==> config.mk <==
export PLATFORM = sky130hd
export DESIGN_NAME = uart_line_rx
export DESIGN_NICKNAME = d
export VERILOG_FILES = /design/src/rtl/uart_line_rx_pkg.sv /design/src/rtl/uart_line_rx_line_ram.sv /design/src/rtl/uart_line_rx.sv
export SDC_FILE = /design/constraint.sdc
export NUM_CORES = 1
export LEC_CHECK = 0
export CAP_MARGIN = 20
export CORE_UTILIZATION = 25
export DETAILED_ROUTE_END_ITERATION = 8
export GPL_TIMING_DRIVEN = 1
export PLACE_DENSITY_LB_ADDON = 0.05
export SYNTH_ARGS = -nofsm -noshare
export SYNTH_HDL_FRONTEND = slang
export SYNTH_SLANG_ARGS = --single-unit
==> constraint.sdc <==
create_clock -name clk_50m -period 3.2 [get_ports clk_50m]
set_input_delay 0.48 -clock clk_50m [delete_from_list [all_inputs] [get_ports clk_50m]]
set_output_delay 0.48 -clock clk_50m [all_outputs]
set_load 0.01 [all_outputs]
==> src/rtl/uart_line_rx_pkg.sv <==
// Shared byte constants, state encoding and byte classifiers for the UART line receiver.
package uart_line_rx_pkg;

  localparam logic [7:0] CH_CR  = 8'h0D;
  localparam logic [7:0] CH_LF  = 8'h0A;
  localparam logic [7:0] CH_BS  = 8'h08;
  localparam logic [7:0] CH_DEL = 8'h7F;

  typedef enum logic [0:0] {
    StCollect = 1'b0,
    StHold    = 1'b1
  } state_e;

  function automatic logic is_eol(input logic [7:0] b);
    return (b == CH_CR) || (b == CH_LF);
  endfunction

  function automatic logic is_erase(input logic [7:0] b);
    return (b == CH_BS) || (b == CH_DEL);
  endfunction

endpackage

==> src/rtl/uart_line_rx_line_ram.sv <==
// Line buffer: DEPTH x 8, synchronous write, asynchronous (show-ahead) read.
module line_ram #(
  parameter int unsigned DEPTH = 16,
  parameter int unsigned AW    = 4
) (
  input  logic          clk,
  input  logic          we,
  input  logic [AW-1:0] waddr,
  input  logic [7:0]    wdata,
  input  logic [AW-1:0] raddr,
  output logic [7:0]    rdata
);

  logic [7:0] mem [DEPTH];

  always_ff @(posedge clk) begin
    if (we) begin
      mem[waddr] <= wdata;
    end
  end

  assign rdata = mem[raddr];

endmodule

==> src/rtl/uart_line_rx.sv <==
// Collects UART bytes into a line with backspace editing, then holds the line for byte-wise readout.
module uart_line_rx
  import uart_line_rx_pkg::*;
#(
  parameter int unsigned DEPTH = 16,
  parameter int unsigned AW    = 4
) (
  input  logic          clk_50m,
  input  logic          rst,
  input  logic          rx_rdy,
  input  logic [7:0]    rx_data,
  output logic          line_rdy,
  output logic [AW:0]   line_len,
  input  logic          rd_en,
  output logic [7:0]    rd_data,
  output logic          line_ovf,
  output logic          rx_lost
);

  localparam logic [AW:0] Full = (AW + 1)'(DEPTH);

  state_e        state_q, state_d;
  logic [AW:0]   count_q, count_d;
  logic [AW-1:0] rd_ptr_q, rd_ptr_d;
  logic          ovf_q, ovf_d;
  logic          rx_rdy_q;
  logic          byte_ev;
  logic          we;

  assign byte_ev = rx_rdy & ~rx_rdy_q;

  always_comb begin
    state_d  = state_q;
    count_d  = count_q;
    rd_ptr_d = rd_ptr_q;
    ovf_d    = ovf_q;
    we       = 1'b0;
    unique case (state_q)
      StCollect: begin
        if (byte_ev) begin
          if (is_eol(rx_data)) begin
            // Empty lines (and the LF of CRLF) are swallowed
            if (count_q != '0) begin
              state_d  = StHold;
              rd_ptr_d = '0;
            end
          end else if (is_erase(rx_data)) begin
            if (count_q != '0) begin
              count_d = count_q - 1'b1;
            end
          end else if (count_q < Full) begin
            we      = 1'b1;
            count_d = count_q + 1'b1;
          end else begin
            ovf_d = 1'b1;
          end
        end
      end
      StHold: begin
        if (rd_en) begin
          if ({1'b0, rd_ptr_q} == count_q - 1'b1) begin
            state_d  = StCollect;
            count_d  = '0;
            rd_ptr_d = '0;
            ovf_d    = 1'b0;
          end else begin
            rd_ptr_d = rd_ptr_q + 1'b1;
          end
        end
      end
      default: state_d = StCollect;
    endcase
  end

  always_ff @(posedge clk_50m) begin
    if (rst) begin
      state_q  <= StCollect;
      count_q  <= '0;
      rd_ptr_q <= '0;
      ovf_q    <= 1'b0;
      rx_rdy_q <= 1'b0;
    end else begin
      state_q  <= state_d;
      count_q  <= count_d;
      rd_ptr_q <= rd_ptr_d;
      ovf_q    <= ovf_d;
      rx_rdy_q <= rx_rdy;
    end
  end

  line_ram #(
    .DEPTH(DEPTH),
    .AW   (AW)
  ) u_line_ram (
    .clk  (clk_50m),
    .we   (we & ~rst),
    .waddr(count_q[AW-1:0]),
    .wdata(rx_data),
    .raddr(rd_ptr_q),
    .rdata(rd_data)
  );

  assign line_rdy = (state_q == StHold);
  assign line_len = count_q;
  assign line_ovf = ovf_q;
  assign rx_lost  = byte_ev & (state_q == StHold);

endmodule

-- After elaboration in Yosys (flattened, before gate mapping)
Memories as Yosys holds them, arrays and structs flattened. A register that Yosys moved wholly into a read port is not among the register bits.
Index checks and enable logic that the tools add are counted.
- bits in registers: 12
- memory bits (writable): 128
- memories kept: 1
- memory list (memory ; depth ; width ; read ports ; clocked after memory_dff ; write ports ; line ; source):
    u_line_ram.mem ; 16 ; 8 ; 1 ; 1 ; 1 ; uart_line_rx_line_ram.sv:14 ; logic [7:0] mem [DEPTH];
- add/subtract/negate cells: 3
- magnitude comparators: 1
- equality and inequality tests: 15
- mux-type cells: 36
- bitwise operators: 6
- reduce and logical (&&, ||, !) cells: 6
- operators with widths (cell ; number):
    $mux 5 ; 7
    $mux 4 ; 7
    $eq 8x4->1 const B ; 3
    $mux 1 ; 18
    $ne 2x2->1 const B ; 7
    $reduce_and 6->1 ; 2
    $pmux 5 s2 ; 1
    $eq 8x7->1 const B ; 1
    $pmux 4 s2 ; 1
    $ne 3x3->1 const B ; 2
    $add 5x1->5 const B ; 1
    $eq 4x5->1 ; 1
    $lt 5x5->1 const B ; 1
    $reduce_bool 5->1 ; 1
    $sub 5x1->5 const B ; 1
    $add 4x1->4 const B ; 1
    $pmux 1 s2 ; 2
    $reduce_and 4->1 ; 1
    $and 1x1->1 ; 3
    $not 1->1 ; 3
    $logic_or 1x1->1 ; 2
    $ne 2x1->1 const B ; 1

-- Depth between registers and ports, before layout
Gate-level depths: netlist of run 1.
- depth after elaboration: 9
- gate-level depth with buffers: 8
- mapped depth without buffers: 8

-- By module
Synthesis of run 1 repeated with hierarchy kept, for this count alone.
- cell total of the unflattened synthesis: 315
- area total of the unflattened synthesis: 5800.6 um^2
- modules (own cells, without submodules) (module ; times used ; cells an instance ; area an instance (um^2)):
    line_ram ; 1 ; 221 ; 4987.3
    uart_line_rx ; 1 ; 94 ; 813.3

-- Least setup slack after synthesis of run 1
Ideal clock, no wire load.
- path kind: input-to-reg
- from: input rx_rdy
- to: memory u_line_ram.mem[0][0], enable pin
- setup time: 370 ps
- arrival: 1994 ps
- required time: 2830 ps
- slack: 835 ps
- stages: 5
- buffers on the path: 0
- cell sequence: or3b_4 -> nor3_1 -> nor3b_1 -> nand2_1 -> nor2_1
- word-level cells in the longest chain between the ends: 6
- RTL lines (item ; line ; source):
    from (decl) ; uart_line_rx.sv:10 ; input logic rx_rdy,
    $and 1x1->1 ; uart_line_rx.sv:30 ; assign byte_ev = rx_rdy & ~rx_rdy_q;
    $mux 1 ; uart_line_rx.sv:40 ; if (byte_ev) begin
    $mux 1 ; uart_line_rx.sv:38 ; unique case (state_q)
    $and 1x1->1 ; uart_line_rx.sv:96 ; .we (we & ~rst),
    $mux 1 ; uart_line_rx_line_ram.sv:17 ; if (we) begin
    $mux 1 (not written as such) ; uart_line_rx_line_ram.sv:18 ; mem[waddr] <= wdata;
    to (decl) ; uart_line_rx_line_ram.sv:14 ;
Every way passes these cells.

==> key figures, run 1 <==
Outcome
  • Status: finished clean

Synthesis
  • Syn. warnings: 0
  • Synth async-reset ratio: 0
  • Top cells by area, synth: edfxtp_1 65%, mux4_2 15%, dfxtp_1 5.5%, nor2_1 1.2%, ha_1 1.1%
  • Yosys cell types: 50
  • Yosys reg bits: 144
  • Post-synth top area share: 0.654
  • Syn avg cell area: 18.7 um2
  • Most frequent cell after synthesis: edfxtp_1
  • Main synth FF type: edfxtp_1
  • Synthesized cell area: roughly 6000 um2
  • Leading area contributor after synthesis: edfxtp_1
  • Register area share after synthesis: 0.709
  • Synth cell count leaders: 128 x edfxtp_1, 40 x mux4_2, 19 x nor2_1, 16 x dfxtp_1, 14 x nand2_1
  • Post-Syn Nets: 331
  • Number of flops mapped to enable cells by yosys: roughly 130
  • Post-Synthesis Cells: 314

Setup path
  • Crit path required time: about 2.7 ns
  • Slowest CP cell: mux4_2
  • CP most frequent cell: mux4_2
  • Worst path bufs/invs: 2
  • Reg2Reg Depth: 6
  • Crit-path max FO: 16
  • Critical path class: reg2out
  • Critical path launch point type: flip-flop
  • Critical path depth: 4
  • Crit path DAT: between 2 and 3 ns
  • CP peak stage delay: between 0.5 and 0.6 ns
  • Critical path's top delay family: multiplexers
  • Element type at the critical path end: output port
  • Worst path cell trace: buf_12, mux4_2, mux4_2, clkdlybuf4s50_1

Timing
  • Unrepaired setup endpoints after global routing: no
  • Worst clock skew: around 0.0077 ns
  • Hold Vio Cnt, Final: 0
  • Fmax: 321 MHz
  • PnR worst setup slack: ~0.087 ns
  • Max-slew violation count: 0
  • Rel. slew slack: 0.309
  • Final worst-path cycle share: 0.973
  • Final setup TNS: 0 ns
  • Period minus WS final: roughly 3.1 ns
  • Final hold slack: 0.518 ns
  • Final setup fails: 0
  • Least-Margin Pin Slew: between 1 and 1.5 ns

CTS
  • Num CTS Buffers: 17
  • CTS max path bufs: 2
  • Root buf cell: clkbuf_16
  • Clock transition at the registers of the reported paths: approximately 0.06 ns
  • Clk_lat worst skew: 0.42 ns
  • Htree depth: 4
  • TritonCTS Sinks: ~140
  • TritonCTS clock tree: done

Global routing
  • Total gr overflow: 0
  • Global-route wire length before repair: 22,400 um
  • GRT Overall Usage: 0.134
  • Antenna violations before repair: 0
  • Largest net degree at the start of global routing: 33
  • Vias in the first global route: between 3,000 and 4,000

Floorplan
  • Chip Height: ~160 um
  • # rows: 55
  • Initial Util: 0.257
  • Die ar.: about 24,000 um2
  • Die X: about 160 um
  • Top Ports: 28
  • Core Area: about 23,000 um2

Drt
  • Via count: approximately 3,200
  • DR WL/cell: 21.8 um
  • Vias per inst: 4.44
  • Drt initial violations: ~200
  • DRT Wirelength: 15,500 um
  • DRC: 0
  • Pre-antenna DRT Iters: 4
  • ANT nets after route: 0

Place
  • Placed cell count: 678
  • Port Buffers: 27
  • Final Wtd Congestion: between 0.8 and 0.9
  • Pre-CTS setup slack: -0.202 ns
  • Dpl hpwl: 10,600 um
  • Placed inst area: between 6000 and 7000 um2

Final layout
  • Post-route cell area: between 7000 and 8000 um2
  • Diode count: 0
  • Post-route insts no fill: 711
  • Share of cells above drive strength 1: 0.309
  • Filler cell count in the final layout: approximately 2,300
  • Area Overhead vs Synth: 27.2%
  • Final net count: around 400

Power
  • PD cells: ~590 nW/um2
  • Pleak: approximately 2.4 nW
  • VDD IR max: around 330 uV

Worst hold path
  • Hold WC Path Type: reg2reg
  • Worst Hold Path Cells: 2

Flow run
  • MaxCap Viol Count: 0
[tightest hold or removal path, cell delays in order (launching register included)]
cell	delay, ns
dfxtp_1	0.34
a21oi_1	0.05
nor2b_1	0.09
[cell families (layout without fill, tap and decap cells)]
family,Yosys count,after routing,share of synthesized area
compound gates,24,24,0.0311
xor+xnor,6,6,0.00894
fa+ha+maj,5,5,0.0106
buf+inv,22,106,0.0153
flops,144,144,0.709
mux,42,42,0.157
simple gates,71,71,0.0684
[flip-flops by register name (all words and copies together), names as in the netlist, named ones only]
| register | flops |
|---|---|
| u_line_ram.mem | 128 |
| line_len | 5 |
| rd_ptr_q | 4 |
| line_ovf | 1 |
| line_rdy | 1 |
| rx_rdy_q | 1 |
[final cells by class]
cell class                 count  area [um2]  area share
sequential                   144        4170       0.558
multi-input combinational    148        1620       0.217
timing repair buffer          67         624      0.0835
clock buffer                  20         437      0.0584
tap                          313         392      0.0524
clock inverter                12         206      0.0276
inverter                       7        26.3     0.00352
[repair_timing]
action / in CTS / in global routing
resized for setup: 1 / 0
setup endpoints to repair: 1 / 4
hold buffers: 0 / 0
cloned: 0 / 1
setup buffers: 0 / 0
[metrics by stage]
stage / power (W) / util
after floorplan: 0.00216 / -
after global routing: 0.00452 / 0.327
final: 0.00439 / 0.327
after global placement: 0.00227 / 0.298
after detailed placement: 0.00227 / 0.298
after CTS: 0.00444 / 0.326
[cells in the final DEF, fill, tap and decap left out, types with 6 or more instances in the layout]
| cell | count |
|---|---|
| edfxtp_1 | 128 |
| mux4_2 | 40 |
| buf_4 | 36 |
| clkdlybuf4s50_1 | 26 |
| nor2_1 | 19 |
| clkbuf_16 | 18 |
| nand2_1 | 14 |
| dfxtp_1 | 14 |
| inv_1 | 7 |
| a21oi_1 | 6 |
[per-layer routing]
layer	track usage	vias up	wire length, um
li1	-	1409	-
met1	0.177	1677	7270
met2	0.221	60	7600
met3	0.0315	10	489
met4	0.0364	0	162
met5	0	-	0
[path summary, 6_finish.rpt]
kind	from	to	slack, ns
hold / removal	line_ovf	line_ovf	0.52
hold reg to reg	line_ovf	line_ovf	0.52
setup / recovery	flip-flop	rd_data[2]	0.09
setup reg to reg	line_rdy	u_line_ram.mem[0][5]	0.42
[report_power, final]
part	leakage, nW	switching [W]	internal [W]
registers	1.28	0.00000819	0.00206
clock network	0.305	0.000779	0.00139
logic	0.797	0.0000891	0.0000689
(Power assumes the default switching activity.)
==> run 2: changes to the inputs <==
--- a/config.mk
+++ b/config.mk
@@ -11,3 +11,2 @@
 export GPL_TIMING_DRIVEN = 1
-export PLACE_DENSITY_LB_ADDON = 0.05
 export SYNTH_ARGS = -nofsm -noshare
--- a/constraint.sdc
+++ b/constraint.sdc
@@ -3,2 +3,2 @@
 set_output_delay 0.48 -clock clk_50m [all_outputs]
-set_load 0.01 [all_outputs]
+set_load 0.05 [all_outputs]
==> run 2 against run 1 <==
Net effect: final cell count fell by 2.5%; flip-flop and latch count did not move; maximum frequency rose by 4.7%; global-route usage fell by 1.2 points; combinational power rose by 8%; clock skew rose by 0.0044 ns; setup slack improved by 0.14 ns; largest cell class unchanged; largest power group is now registers; highest routed layer unchanged.
==> key figures, run 2 (synthesis results as in run 1) <==
Outcome
  • Status: finished clean (unchanged)

Final layout
  • Most frequent cells in the layout: 128 x edfxtp_1, 40 x mux4_2, 29 x buf_4, 19 x nor2_1, 19 x clkdlybuf4s50_1 (was 128 x edfxtp_1, 40 x mux4_2, 36 x buf_4, 26 x clkdlybuf4s50_1, 19 x nor2_1)
  • Max reg flops: 128 (unchanged)
  • Filler cell count in the final layout: 2,237 (was 2,263)
  • Most common cell after layout, fill and taps aside: edfxtp_1 (unchanged)
  • Top reg by flops: u_line_ram.mem (unchanged)
  • Final net count: 384 (was 402)
  • Diode count: 0 (unchanged)
  • Area Overhead vs Synth: 22.7% (was 27.2%)
  • Post-route insts no fill: 693 (was 711)
  • Share of cells above drive strength 1: 0.284 (was 0.309)

Setup path
  • Crit path required time: 2.72 ns (about the same)
  • Element type at the critical path end: output port (unchanged)
  • Reg2Reg Depth: 6 (unchanged)
  • Critical path class: reg2out (unchanged)
  • Worst path cell trace: buf_12, mux4_2, mux4_2, buf_4 (was buf_12, mux4_2, mux4_2, clkdlybuf4s50_1)
  • CP most frequent cell: mux4_2 (unchanged)
  • Crit path DAT: 2.49 ns (was 2.63 ns)
  • Critical path launch point type: flip-flop (unchanged)
  • Crit-path max FO: 26 (was 16)
  • CP peak stage delay: 0.58 ns (about the same)
  • Slowest CP cell: mux4_2 (unchanged)

Drt
  • DRC: 0 (unchanged)
  • DR WL/cell: 19.5 um (was 21.8 um)
  • ANT nets after route: 0 (unchanged)
  • Drt initial violations: 259 (was 197)
  • Vias per inst: 4.52 (was 4.44)
  • Via count: 3,129 (was 3,156)
  • Pre-antenna DRT Iters: 5 (was 4)
  • DRT Wirelength: 13,500 um (was 15,500 um)

Timing
  • Least-Margin Pin Slew: 0.869 ns (was 1.03 ns)
  • Fmax: 336 MHz (was 321 MHz)
  • Max-slew violation count: 0 (unchanged)
  • Hold Vio Cnt, Final: 0 (unchanged)
  • Final setup fails: 0 (unchanged)
  • Final worst-path cycle share: 0.929 (was 0.973)
  • Unrepaired setup endpoints after global routing: no (unchanged)
  • Rel. slew slack: 0.418 (was 0.309)
  • Worst clock skew: 0.0121 ns (was 0.00775 ns)
  • Period minus WS final: 2.97 ns (was 3.11 ns)

CTS
  • Htree depth: 4 (unchanged)
  • Num CTS Buffers: 17 (unchanged)
  • Clock transition at the registers of the reported paths: 0.06 ns (about the same)
  • Setup Fix Bufs, Post-CTS: 0 (unchanged)
  • Clk_lat worst skew: 0.42 ns (about the same)
  • TritonCTS clock tree: done (unchanged)
  • Post-CTS Resized: 0 (was 1)
  • CTS Hold Buffers Added: 0 (unchanged)
  • Root buf cell: clkbuf_16 (unchanged)
  • CTS max path bufs: 2 (unchanged)
  • TritonCTS Sinks: 144 (unchanged)

Global routing
  • Global-route wire length before repair: 20,800 um (was 22,400 um)
  • GRT Overall Usage: 0.122 (was 0.134)
  • Antenna violations before repair: 0 (unchanged)
  • Total gr overflow: 0 (unchanged)
  • Vias in the first global route: 3,259 (was 3,354)
  • Largest net degree at the start of global routing: 33 (unchanged)

Place
  • Final Wtd Congestion: 0.822 (was 0.821)
  • Placed cell count: 661 (was 678)
  • Dpl hpwl: 9330 um (was 10,600 um)
  • Port Buffers: 27 (unchanged)

Power
  • PD cells: 579 nW/um2 (was 588 nW/um2)
  • VDD IR max: 384 uV (was 326 uV)
  • Pleak: 2.26 nW (was 2.38 nW)
  • Total power: 0.00418 W (was 0.00439 W)

Floorplan
  • # rows: 55 (unchanged)
  • Core Area: 22,800 um2 (unchanged)
  • Top Ports: 28 (unchanged)
  • Die ar.: 24,100 um2 (unchanged)
  • Chip Height: 155 um (unchanged)
  • Die X: 155 um (unchanged)
  • Initial Util: 0.257 (unchanged)

Worst hold path
  • Worst Hold Path Cells: 2 (unchanged)
  • Hold WC Path Type: reg2reg (unchanged)

Flow run
  • MaxCap Viol Count: 0 (unchanged)
[run 2: changes by cell type in the layout (fill, tap and decap cells not counted), moves of 2 or more]
cell,delta
bufinv_16,-2
buf_12,-2
clkinv_1,+3
clkdlybuf4s50_1,-7
buf_4,-7
[run 2: worst paths after layout]
| path | from | endpoint | slack [ns] |
|---|---|---|---|
| worst max-delay path | flip-flop | rd_data[0] | 0.23 |
| worst min-delay path | line_ovf | line_ovf | 0.53 |
| worst max register to register | line_rdy | u_line_ram.mem[2][3] | 0.53 |
| worst min register to register | line_ovf | line_ovf | 0.53 |
[run 2: per-stage QoR]
| stage | util | setup TNS [ns] | setup slack [ns] | hold WS, ns | area (um2) |
|---|---|---|---|---|---|
| after global placement | 0.290 | -0.538 | -0.0476 | 0.522 | 6630 |
| after floorplan | - | 0 | 0.717 | 0.486 | 5880 |
| after global routing | 0.316 | 0 | 0.0883 | 0.566 | 7210 |
| final | 0.316 | 0 | 0.227 | 0.534 | 7210 |
| after detailed placement | 0.290 | -0.698 | -0.0294 | 0.524 | 6630 |
| after CTS | 0.316 | 0 | 0.170 | 0.540 | 7210 |
[run 2: final cells by class]
cell class                      instances  area, um2  share of cell area
Clock buffer                           21        440              0.0611
Inverter                                7       26.3             0.00364
Sequential cell                       144       4170               0.578
Multi-Input combinational cell        148       1620               0.225
Timing Repair Buffer                   49        428              0.0593
Tap cell                              313        392              0.0543
Clock inverter                         11        139              0.0193
[run 2: power by group]
group	switching, W	total (W)	internal, W
Clock	0.000722	0.00194	0.00122
Sequential	0.00000737	0.00206	0.00206
Combinational	0.000107	0.000171	0.0000639
[run 2: metal layers]
layer	vias up	wire (um)	GRT usage
li1	1372	-	-
met1	1630	5640	0.154
met2	109	6840	0.198
met3	18	848	0.0357
met4	0	170	0.0448
met5	-	0	0
[run 2: worst max-delay path: cells and delay by family (launching register included)]
| kind | cells | cell delay [ns] |
|---|---|---|
| buf+inv | 2 | 0.49 |
| mux | 2 | 1.08 |
| flops | 1 | 0.49 |
==> run 3: changes to the inputs <==
--- a/constraint.sdc
+++ b/constraint.sdc
@@ -3,2 +3,2 @@
 set_output_delay 0.48 -clock clk_50m [all_outputs]
-set_load 0.05 [all_outputs]
+set_load 0.005 [all_outputs]
==> run 3 against run 2 <==
Net effect: design area shrank 0.35%; global-route usage is 0.47 points lower; register-to-register slack better by 0.02 ns; critical path type unchanged; largest cell class unchanged; highest routed layer unchanged.
==> key figures, run 3 (synthesis results as in run 1) <==
Drt
  • Pre-antenna DRT Iters: 4 (was 5)
  • Vias per inst: 4.51 (was 4.52)
  • Drt initial violations: 362 (was 259)
  • Top layer in use: met4 (unchanged)
  • Metal-1 WL: 5930 um (was 5640 um)
  • ANT nets after route: 0 (unchanged)
  • Total length of routed met2 wires: 6320 um (was 6840 um)
  • Routed wl met3: 816 um (was 848 um)
  • DRT Wirelength: 13,200 um (was 13,500 um)
  • DRC: 0 (unchanged)
  • DR WL/cell: 19.2 um (was 19.5 um)
  • Via count: 3,109 (was 3,129)

Power
  • PD cells: 565 nW/um2 (was 579 nW/um2)
  • Int Pwr: 0.00325 W (was 0.00334 W)
  • Sw frac: 0.198 (was 0.200)
  • VDD IR max: 312 uV (was 384 uV)
  • Pleak: 2.23 nW (was 2.26 nW)
  • Power share of the combinational group: 0.037 (was 0.041)
  • Switching Power: 0.000805 W (was 0.000836 W)
  • Clock power frac: 0.454 (was 0.465)
  • Sequential share of power: 0.509 (was 0.494)

Final layout
  • Reg area: 4170 um2 (unchanged)
  • Area of the multi-input gates: 1620 um2 (unchanged)
  • Post-route cell area: 7190 um2 (was 7210 um2)
  • Filler cell count in the final layout: 2,238 (was 2,237)
  • Final net count: 382 (was 384)
  • Top reg by flops: u_line_ram.mem (unchanged)
  • Most common cell after layout, fill and taps aside: edfxtp_1 (unchanged)
  • Max reg flops: 128 (unchanged)
  • Layout Utilization: 0.315 (was 0.316)
  • Area Overhead vs Synth: 22.3% (was 22.7%)
  • Diode count: 0 (unchanged)
  • Most frequent cells in the layout: 128 x edfxtp_1, 40 x mux4_2, 27 x clkdlybuf4s50_1, 19 x nor2_1, 19 x buf_4 (was 128 x edfxtp_1, 40 x mux4_2, 29 x buf_4, 19 x nor2_1, 19 x clkdlybuf4s50_1)
  • Share of cells above drive strength 1: 0.266 (was 0.284)

Floorplan
  • Initial Util: 0.257 (unchanged)
  • Die X: 155 um (unchanged)
  • Die ar.: 24,100 um2 (unchanged)
  • Core Area: 22,800 um2 (unchanged)
  • # rows: 55 (unchanged)
  • Chip Height: 155 um (unchanged)
  • Top Ports: 28 (unchanged)

Setup path
  • FF-to-FF Start: line_rdy (unchanged)
  • Crit path DAT: 2.60 ns (was 2.49 ns)
  • Slowest CP cell: mux4_2 (unchanged)
  • Reg2Reg Depth: 6 (unchanged)
  • Worst path cell trace: buf_12, mux4_2, mux4_2, clkdlybuf4s50_1 (was buf_12, mux4_2, mux4_2, buf_4)
  • Critical path class: reg2out (unchanged)
  • Crit-path max FO: 32 (was 26)
  • RR Endpoint: u_line_ram.mem[2][2] (was u_line_ram.mem[2][3])
  • Critical path launch point type: flip-flop (unchanged)
  • CP peak stage delay: 0.58 ns (about the same)
  • Element type at the critical path end: output port (unchanged)
  • Worst path bufs/invs: 2 (unchanged)
  • R2r setup slk: 0.55 ns (was 0.53 ns)
  • Crit path required time: 2.72 ns (about the same)
  • CP most frequent cell: mux4_2 (unchanged)
  • Critical path's top delay family: multiplexers (unchanged)

Global routing
  • Vias in the first global route: 3,136 (was 3,259)
  • Global-route wire length before repair: 20,000 um (was 20,800 um)
  • Antenna violations before repair: 0 (unchanged)
  • Largest net degree at the start of global routing: 33 (unchanged)
  • Total gr overflow: 0 (unchanged)
  • GRT Overall Usage: 0.117 (was 0.122)

Place
  • Port Buffers: 27 (unchanged)
  • Dpl hpwl: 9180 um (was 9330 um)
  • Final Wtd Congestion: 0.789 (was 0.822)
  • Placed inst area: 6640 um2 (was 6630 um2)

CTS
  • Post-CTS Resized: 0 (unchanged)
  • Htree depth: 4 (unchanged)
  • Root buf cell: clkbuf_16 (unchanged)
  • TritonCTS clock tree: done (unchanged)
  • CTS max path bufs: 2 (unchanged)
  • Setup Fix Bufs, Post-CTS: 0 (unchanged)
  • Clock transition at the registers of the reported paths: 0.06 ns (about the same)
  • CTS Hold Buffers Added: 0 (unchanged)
  • Clk_lat worst skew: 0.41 ns (was 0.42 ns)
  • TritonCTS Sinks: 144 (unchanged)
  • Num CTS Buffers: 17 (unchanged)

Flow run
  • MaxCap Viol Count: 0 (unchanged)

Timing
  • Final worst-path cycle share: 0.963 (was 0.929)
  • Final setup TNS: 0 ns (unchanged)
  • Least-Margin Pin Slew: 0.884 ns (was 0.869 ns)
  • Max-slew violation count: 0 (unchanged)
  • Hold Vio Cnt, Final: 0 (unchanged)
  • Period minus WS final: 3.08 ns (was 2.97 ns)
  • Fmax: 325 MHz (was 336 MHz)
  • Final setup fails: 0 (unchanged)
  • Rel. slew slack: 0.408 (was 0.418)
  • Final hold slack: 0.531 ns (was 0.534 ns)
  • Unrepaired setup endpoints after global routing: no (unchanged)
  • Worst clock skew: 0.00980 ns (was 0.0121 ns)

Worst hold path
  • Hold Path End: line_ovf (unchanged)
  • Hold Crit Start: line_ovf (unchanged)
  • Worst Hold Path Cells: 2 (unchanged)
  • Hold WC Path Type: reg2reg (unchanged)

Outcome
  • Status: finished clean (unchanged)
run 3: cell types whose count changed in the layout (fill, tap and decap cells not counted):
cell and delta:
buf_4 -10, clkinv_1 -2, bufinv_16 -1, clkinv_2 +3, clkdlybuf4s50_1 +8, clkbuf_1 -2
run 3: through the flow:
stage                     cells  setup slack (ns)  total power [W]
after CTS                   689            0.0554          0.00410
after global placement      659            0.0125          0.00225
after detailed placement    659          -0.00984          0.00225
after global routing        689            0.0285          0.00419
after floorplan             314             0.835          0.00216
final                       689             0.120          0.00406
run 3: layout make-up:
class                      instances  share of cell area
sequential                       144               0.580
multi-input combinational        148               0.226
clock buffer                      19              0.0602
timing repair buffer              47              0.0602
tap                              313              0.0545
clock inverter                    11              0.0162
inverter                           7             0.00366
run 3: power by group through the flow:
stage / sequential (W) / clock (W) / combinational (W)
2_1_floorplan: 0.00210 / 0 / 0.0000571
3_3_place_gp: 0.00210 / 0 / 0.000149
3_5_place_dp: 0.00210 / 0 / 0.000150
4_1_cts: 0.00206 / 0.00188 / 0.000151
5_1_grt: 0.00206 / 0.00196 / 0.000161
6_report: 0.00206 / 0.00184 / 0.000150
run 3: how the worst max path moves through the flow:
stage / from / endpoint / slack, ns / depth (start not counted)
floorplan: rx_rdy / u_line_ram.mem[0][0] / 0.84 / 5
global placement: rx_rdy / u_line_ram.mem[1][3] / 0.01 / 7
detailed placement: rx_rdy / u_line_ram.mem[2][3] / -0.01 / 7
CTS: flip-flop / rd_data[5] / 0.06 / 4
global route: flip-flop / rd_data[6] / 0.03 / 4
finish: flip-flop / rd_data[5] / 0.12 / 4
run 3: metal layers:
metal | vias to the layer above | global-route usage
li1 | 1373 | -
met1 | 1630 | 0.157
met2 | 95 | 0.181
met3 | 11 | 0.0365
met4 | 0 | 0.0373
met5 | - | 0
run 3: worst reg2reg max path: cells and delay by family (launching register included):
family,cells,cell delay (ns)
buffers and inverters,1,0.16
DFF,1,0.38
and+or+nand+nor,5,1.72
